$ cat src/rtl/ps_tap_step_ctrl_if.sv
// Tap-step controller bus: target request in, tap select and status out.
// Master drives the request side, slave is the controller.
interface ps_tap_step_ctrl_if #(
    parameter int NTAPS = 16,
    parameter int TAPW  = 4
);
    logic [TAPW-1:0]  targetTap;
    logic             load;
    logic             freeze;
    logic [TAPW-1:0]  tapSel;
    logic [NTAPS-1:0] tapOneHot;
    logic             busy;
    logic             done;

    modport master (
        output targetTap, load, freeze,
        input  tapSel, tapOneHot, busy, done
    );

    modport slave (
        input  targetTap, load, freeze,
        output tapSel, tapOneHot, busy, done
    );
endinterface

$ cat src/rtl/ps_tap_step_ctrl.sv
// Phase-shifter tap walker: moves the delay-line tap select one step at a
// time along the shortest circular path, holding a settle interval per step.
module ps_tap_step_ctrl #(
    parameter int NTAPS  = 16,
    parameter int TAPW   = 4,
    parameter int SETTLE = 8
) (
    input logic clk40,
    input logic rstn,
    ps_tap_step_ctrl_if.slave bus
);
    typedef enum logic [1:0] {
        IDLE = 2'd0,
        STEP = 2'd1,
        SETL = 2'd2
    } state_t;

    localparam logic [TAPW-1:0] HALF     = TAPW'(NTAPS / 2);
    localparam logic [7:0]      CNT_LOAD = 8'(SETTLE - 1);

    state_t           r_state;
    state_t           w_state_nxt;
    logic [TAPW-1:0]  r_target;
    logic [TAPW-1:0]  r_tap;
    logic [NTAPS-1:0] r_onehot;
    logic [7:0]       r_cnt;
    logic             r_busy;
    logic             r_done;

    logic [TAPW-1:0]  w_tgt_nxt;
    logic [TAPW-1:0]  w_diff;
    logic             w_up;
    logic [TAPW-1:0]  w_tap_nxt;
    logic [7:0]       w_cnt_nxt;
    logic             w_busy_nxt;
    logic             w_done_nxt;
    logic [NTAPS-1:0] w_onehot_nxt;

    // Target as it will be after this edge; a same-cycle load takes effect.
    always_comb begin
        w_tgt_nxt = bus.load ? bus.targetTap : r_target;
        w_diff    = r_target - r_tap;
        w_up      = (w_diff <= HALF);
    end

    // State register.
    always_ff @(posedge clk40 or negedge rstn) begin
        if (!rstn) r_state <= IDLE;
        else       r_state <= w_state_nxt;
    end

    // Next-state decision: IDLE waits for a pending target, SETL for count 0.
    always_comb begin
        w_state_nxt = r_state;
        unique case (r_state)
            IDLE: begin
                if (r_target != r_tap && !bus.freeze)
                    w_state_nxt = STEP;
            end
            STEP: begin
                w_state_nxt = (w_diff == '0) ? IDLE : SETL;
            end
            SETL: begin
                if (r_cnt == 8'd0) begin
                    if (w_tgt_nxt == r_tap)
                        w_state_nxt = IDLE;
                    else if (!bus.freeze)
                        w_state_nxt = STEP;
                end
            end
            default: w_state_nxt = IDLE;
        endcase
    end

    // Next values of the registered outputs and the settle counter.
    always_comb begin
        w_tap_nxt  = r_tap;
        w_cnt_nxt  = r_cnt;
        w_done_nxt = 1'b0;
        unique case (r_state)
            STEP: begin
                if (w_diff != '0) begin
                    w_tap_nxt = w_up ? r_tap + 1'b1 : r_tap - 1'b1;
                    w_cnt_nxt = CNT_LOAD;
                end
            end
            SETL: begin
                if (r_cnt != 8'd0)
                    w_cnt_nxt = r_cnt - 8'd1;
                else if (w_tgt_nxt == r_tap)
                    w_done_nxt = 1'b1;
            end
            default: ;
        endcase
        w_busy_nxt   = (w_state_nxt != IDLE) || (w_tgt_nxt != w_tap_nxt);
        w_onehot_nxt = NTAPS'(1) << w_tap_nxt;
    end

    // Datapath registers: target latch, tap select, decode, status.
    always_ff @(posedge clk40 or negedge rstn) begin
        if (!rstn) begin
            r_target <= '0;
            r_tap    <= '0;
            r_onehot <= NTAPS'(1);
            r_cnt    <= 8'd0;
            r_busy   <= 1'b0;
            r_done   <= 1'b0;
        end else begin
            r_target <= w_tgt_nxt;
            r_tap    <= w_tap_nxt;
            r_onehot <= w_onehot_nxt;
            r_cnt    <= w_cnt_nxt;
            r_busy   <= w_busy_nxt;
            r_done   <= w_done_nxt;
        end
    end

    assign bus.tapSel    = r_tap;
    assign bus.tapOneHot = r_onehot;
    assign bus.busy      = r_busy;
    assign bus.done      = r_done;
endmodule

$ cat src/flat_wrapper.sv
// flat-port wrapper written by rule: the top's interface ports become plain ports
module ps_tap_step_ctrl_flat 
#(
    parameter int NTAPS  = 16,
    parameter int TAPW   = 4,
    parameter int SETTLE = 8
)
  (clk40, rstn, bus_targetTap, bus_load, bus_freeze, bus_tapSel, bus_tapOneHot, bus_busy, bus_done);
  ps_tap_step_ctrl_if #(.NTAPS(NTAPS), .TAPW(TAPW)) bus_i ();
  input logic clk40;
  input logic rstn;
  input wire logic [$bits(bus_i.targetTap)-1:0] bus_targetTap;
  input wire logic [$bits(bus_i.load)-1:0] bus_load;
  input wire logic [$bits(bus_i.freeze)-1:0] bus_freeze;
  output wire logic [$bits(bus_i.tapSel)-1:0] bus_tapSel;
  output wire logic [$bits(bus_i.tapOneHot)-1:0] bus_tapOneHot;
  output wire logic [$bits(bus_i.busy)-1:0] bus_busy;
  output wire logic [$bits(bus_i.done)-1:0] bus_done;
  assign bus_i.targetTap = bus_targetTap;
  assign bus_i.load = bus_load;
  assign bus_i.freeze = bus_freeze;
  assign bus_tapSel = bus_i.tapSel;
  assign bus_tapOneHot = bus_i.tapOneHot;
  assign bus_busy = bus_i.busy;
  assign bus_done = bus_i.done;
  ps_tap_step_ctrl #(.NTAPS(NTAPS), .TAPW(TAPW), .SETTLE(SETTLE)) u_core (.clk40(clk40), .rstn(rstn), .bus(bus_i));
endmodule
$ cat config.mk
export PLATFORM = sky130hd
export DESIGN_NAME = ps_tap_step_ctrl_flat
export DESIGN_NICKNAME = d
export VERILOG_FILES = /design/src/rtl/ps_tap_step_ctrl_if.sv /design/src/rtl/ps_tap_step_ctrl.sv /design/src/flat_wrapper.sv
export SDC_FILE = /design/constraint.sdc
export NUM_CORES = 1
export LEC_CHECK = 0
export ABC_AREA = 1
export CORE_MARGIN = 3
export CORE_UTILIZATION = 54
export CTS_CLUSTER_SIZE = 8
export DETAILED_ROUTE_END_ITERATION = 7
export PLACE_DENSITY = 0.79
export SLEW_MARGIN = 5
export SYNTH_ARGS = -nofsm -noshare
export SYNTH_HDL_FRONTEND = slang
export SYNTH_SLANG_ARGS = --single-unit
$ cat constraint.sdc
create_clock -name clk40 -period 2.8 [get_ports clk40]
set_input_delay 0.56 -clock clk40 [delete_from_list [all_inputs] [get_ports clk40]]
set_output_delay 0.56 -clock clk40 [all_outputs]
set_load 0.01 [all_outputs]
Word-level counts from Yosys, hierarchy flattened
Index checks and enable logic that the tools add are counted.
- reduce and logical (&&, ||, !) cells: 11
- eq/ne operators: 7
- mux-type cells: 16
- order comparisons: 1
- add/sub/neg operators: 4
- shifts and indexed selects: 1
- operators by type and width (cell ; count):
    $mux 4 ; 4
    $mux 8 ; 2
    $pmux 8 s2 ; 1
    $shl 1x4->16 const A ; 1
    $mux 2 ; 5
    $logic_not 8->1 ; 1
    $ne 4x4->1 ; 2
    $reduce_bool 8->1 ; 1
    $sub 8x1->8 const B ; 1
    $pmux 2 s3 ; 1
    $add 4x1->4 const B ; 1
    $eq 4x4->1 ; 1
    $le 4x4->1 const B ; 1
    $logic_not 4->1 ; 1
    $ne 2x1->1 const B ; 2
    $reduce_bool 2->1 ; 2
    $reduce_bool 4->1 ; 1
    $sub 4x1->4 const B ; 1
    $sub 4x4->4 ; 1
    $mux 1 ; 3
    $reduce_and 3->1 ; 1
    $eq 2x1->1 const B ; 1
    $eq 2x2->1 const B ; 1
    $logic_not 2->1 ; 1
    other kinds (3) ; 3
- output and inout port bits: 22
- bits in registers: 36

Depth between registers and ports, before layout
- depth after elaboration: 7
- mapped depth: 21
- gate-level depth less buffers: 21

Worst setup path after synthesis
OpenSTA, ideal clock, no wires.
- path kind: flip-flop to flip-flop
- start: reg u_core.r_tap[2] (netlist: u_core.bus.tapSel[2])
- end: reg u_core.r_onehot[1] (netlist: u_core.bus.tapOneHot[1])
- period minus slack after synthesis: 2.657 ns
- arrival time: 2.541 ns
- buffers on the path: 1
- slack: 0.143 ns
- cell stages (with the launch flop): 17
- library setup time: 0.116 ns
- required time: 2.684 ns
- cell sequence: dfrtp_1 inv_1 ha_1 or2_4 nand3_1 nand2_2 nand2_1 inv_1 ha_1 nand3_1 nand3_1 inv_1 nand2_1 nand3_2 xor2_4 buf_6 nor2_1
- longest elaborated chain between the ends: 6
- elaborated cells on any way between the ends: 9
- RTL lines (item ; RTL line ; text):
    from (decl) ; ps_tap_step_ctrl.sv:24 ; logic [TAPW-1:0] r_tap;
    from (signal assigned) ; ps_tap_step_ctrl.sv:110 ; r_tap <= w_tap_nxt;
    $sub 4x4->4 ; ps_tap_step_ctrl.sv:42 ; w_diff = r_target - r_tap;
    $le 4x4->1 ; ps_tap_step_ctrl.sv:43 ; w_up = (w_diff <= HALF);
    $mux 4 ; ps_tap_step_ctrl.sv:83 ; w_tap_nxt = w_up ? r_tap + 1'b1 : r_tap - 1'b1;
    $mux 4 * ; ps_tap_step_ctrl.sv:82 ; if (w_diff != '0) begin
    $mux 4 * ; ps_tap_step_ctrl.sv:80 ; unique case (r_state)
    net u_core.w_tap_nxt[3] ; ps_tap_step_ctrl.sv:33 ; logic [TAPW-1:0] w_tap_nxt;
    $shl 1x4->16 * ; ps_tap_step_ctrl.sv:96 ; w_onehot_nxt = NTAPS'(1) << w_tap_nxt;
    net u_core.w_onehot_nxt[1] ; ps_tap_step_ctrl.sv:37 ; logic [NTAPS-1:0] w_onehot_nxt;
    to (signal assigned) ; ps_tap_step_ctrl.sv:111 ; r_onehot <= w_onehot_nxt;
    to (decl) ; ps_tap_step_ctrl.sv:25 ; logic [NTAPS-1:0] r_onehot;
Mark *: on every way through the listed nets, which the timed path passes. The rest lies on a longest branch.
A chain may end at the register's enable or synchronous reset.

Worst setup path after layout
- start: reg u_core.r_tap[1] (netlist: u_core.bus.tapSel[1])
- end: reg u_core.r_onehot[6] (netlist: u_core.bus.tapOneHot[6])
- longest elaborated chain between the ends: 6
- elaborated cells on any way between the ends: 9
- RTL lines (item ; RTL line):
    $sub 4x4->4 ; ps_tap_step_ctrl.sv:42
    $le 4x4->1 ; ps_tap_step_ctrl.sv:43
    $mux 4 ; ps_tap_step_ctrl.sv:83
    $mux 4 ; ps_tap_step_ctrl.sv:82
    $mux 4 * ; ps_tap_step_ctrl.sv:80
    $shl 1x4->16 * ; ps_tap_step_ctrl.sv:96
    net u_core.w_onehot_nxt[6] ; ps_tap_step_ctrl.sv:37
Marks and branches as above.

==> run_results.csv <==
group,metric,value,unit
logic_synthesis,seq_area_frac_synth,42.4,%
clock_tree,clockBufferDepth,2,
clock_tree,clkTransAtPathRegs,0.08,ns
min_path,hp-class,"flop to flop",
placement,io_buffer_count,29,
routing,dr_total_vias,1841,
critical_path,crit_top_cell,"nand2_2",
critical_path,path_class,"flop to flop",
floorplan,die-area,0.00473,mm2
critical_path,cp_max_fo,17,
floorplan,num_rows,22,
routing,wl,4.82,mm
placement,place_ws,0.0213,ns
placement,dpl.hpwl,3.46,mm
global_route,globalRouteOverflowTotal,0,
timing,setup_tns,0,ns
logic_synthesis,synth_nets,298,
timing,hold_violations,0,
cells_and_area,final_cells,370,
critical_path,cp.arrival,2.86,ns
floorplan,die_w,68.8,um
global_route,antenna_found_initial,0,
timing,fin_hold_ws,0.528,ns
timing,finalWorstSetupSlack,0.148,ns
critical_path,path_depth,18,
routing,routed_via_density,4.98,
clock_tree,cts_max_level,2,
critical_path,worst-r2r-cell-count,18,
pwr,p_total,3.34,mW
clock_tree,cts_tree,"built",
timing,setup_viol_count_final,0,
cells_and_area,final_common_cell,"nand2_1",
critical_path,worst_r2r_endpoint,"u_core.bus.tapOneHot[6]",
pwr,power_density,1240,mW/mm2
critical_path,slowest_stage,"dfrtp_1",
placement,dpl_cell_area,0.00251,mm2
critical_path,endpoint_kind,"flop",
outcome,status,"finished, final reports clean",
global_route,grt_max_degree,37,
global_route,grt_pass1_wl,7.94,mm
critical_path,max_stage_delay,0.35,ns
critical_path,crit_chain,"inv_1 > ha_1 > nand2_2 > nand2_2 > nand2_2 > nand2_1 > nand2_2 > nand2_1 > inv_2 > ha_1 > nand3_1 > nand3_1 > inv_1 > nand2_1 > nand3_4 > xor2_4 > buf_12 > nor2_1",
logic_synthesis,synth_area,0.00213,mm2
timing,fmax,377,MHz
floorplan,fp.dieH,68.8,um
global_route,grt_pass1_vias,1845,
floorplan,ioPinCount,30,
pwr,p_leak,1.40,nW
critical_path,r2r-start,"u_core.bus.tapSel[1]",
routing,wire_per_inst,13.0,um
routing,dr.pass1.iters,5,
timing,relSlewSlack,69.8,%
cells_and_area,final_nets,340,
job,cap_violations,0,
clock_tree,cts_buffers,5,
critical_path,cp-startpoint,"u_core.bus.tapSel[1]",
logic_synthesis,synth-edff-count,0,
cells_and_area,utilization,71.7,%
critical_path,critPathTopFamily,"simple AND/OR/NAND/NOR gates",
cells_and_area,syn_to_final_growth,26.0,%
logic_synthesis,synth-async-reset-ratio,100,%
cells_and_area,layout.filler_cells,311,
placement,place_congestion,0.883,
logic_synthesis,yosys_warnings,0,
cells_and_area,postLayoutCellArea,0.00268,mm2
routing,drt_drc_violations_left,0,
logic_synthesis,synth_area_per_cell,7.63,um2
logic_synthesis,synth_cells,279,
global_route,grt_usage,22.6,%
logic_synthesis,synth.distinct_cells,29,
critical_path,crit_path_end,"u_core.bus.tapOneHot[6]",
clock_tree,clock-sinks,36,
clock_tree,hold_buffers,0,
timing,worstMarginPinSlew,0.453,ns
timing,fin_crit_sh,94.7,%
logic_synthesis,synth-main-ff-cell,"dfrtp_1",
routing,drt_iter0_markers,70,
timing,skew,0.00491,ns
floorplan,initial_core_util,56.9,%
min_path,min_path_cells,2,
critical_path,path_buf_inv,4,
critical_path,cp.required,3.01,ns
critical_path,r2r_setup_slack,0.15,ns
timing,drv_slew,0,
cells_and_area,drive_above_1_share,14.3,%
clock_tree,cts_root_buffer,"clkbuf_8",
routing,antenna_left,0,
timing,min_period,2.65,ns
logic_synthesis,ys_ff_latch,36,
placement,dp_cells,360,
pwr,ir_worst_vdd,703,uV
floorplan,coreArea,0.00374,mm2
clock_tree,clock_latency,0.29,ns
critical_path,cp-start-kind,"flop",
cells_and_area,antenna_cells,0,
cells_and_area,layout_common_cells,"nand2_1, inv_1, dfrtp_1, nor2_1, clkdlybuf4s50_1",
[per-layer routing]
layer / wire (um) / GRT usage [%]
met1: 2090 / 26.5
met2: 2500 / 40.3
met3: 195 / 6.00
met4: 46 / 6.33
met5: 0 / 0
[cell type report]
cell class                 instances  area, um2  share of cell area [%]
inverter                          49        184                    6.85
sequential                        36        902                    33.6
multi-input combinational        193       1090                    40.6
clock buffer                       5       68.8                    2.56
timing repair buffer              36        355                    13.2
clock inverter                     3       23.8                   0.886
tap                               48       60.1                    2.24
[worst min-delay path by stage]
stage | from | slack (ns) | to
after global placement | u_core.r_target[0] | 0.50 | u_core.r_target[0]
after detailed placement | u_core.r_target[0] | 0.52 | u_core.r_target[0]
final | u_core.r_target[0] | 0.53 | u_core.r_target[0]
after floorplan | rstn | 0.26 | u_core.bus.busy
after CTS | u_core.r_target[0] | 0.53 | u_core.r_target[0]
after global routing | u_core.r_target[0] | 0.56 | u_core.r_target[0]
[worst register-to-register path, delay by kind of cell, from the launching register on]
kind                       cells  cell delay (ns)
DFF                            1             0.35
xor gates and xnor gates       1             0.20
buffers and inverters          4             0.35
adders and majority gates      2             0.58
and+or+nand+nor               11             1.08
[synth_stat cells (2+ instances only)]
cell type | number | area (um2)
nand4_1 | 4 | 25.0
ha_1 | 10 | 125
inv_2 | 2 | 7.51
xor2_4 | 2 | 55.1
xor2_1 | 3 | 26.3
nand2_1 | 84 | 315
o21ai_0 | 6 | 30.0
a21oi_1 | 3 | 15.0
nor2_2 | 3 | 18.8
nand3_2 | 2 | 20.0
nand2_2 | 7 | 43.8
nand3_1 | 23 | 115
o211ai_1 | 2 | 15.0
inv_1 | 47 | 176
nor2_1 | 32 | 120
nand2_4 | 2 | 22.5
dfrtp_1 | 35 | 876
[cell families after synthesis]
family / Yosys count / share of synthesized area (%)
AOI/OAI and AO/OA: 14 / 3.82
and+or+nand+nor: 162 / 33.6
adders and majority gates: 11 / 6.82
buffers and inverters: 50 / 9.17
xor gates and xnor gates: 6 / 4.23
DFF: 36 / 42.4
[registers in the layout, indices dropped and copies added (netlist names)]
register,flops
u_core.bus.tapOneHot,16
u_core.bus.busy,1
u_core.bus.done,1
u_core.r_state,2
u_core.bus.tapSel,4
u_core.r_target,4
u_core.r_cnt,8
[what timing repair did]
item	in CTS	in global routing
gates cloned	0	0
setup endpoints to repair	2	18
setup buffers	1	1
pin swaps	1	2
resized for setup	0	12
[power by group]
part	switching [mW]	internal, mW	total, mW
Sequential	0.0901	0.693	0.783
Clock	0.200	0.176	0.376
Combinational	1.31	0.868	2.18
Total	1.60	1.74	3.34
(Power assumes the default switching activity.)
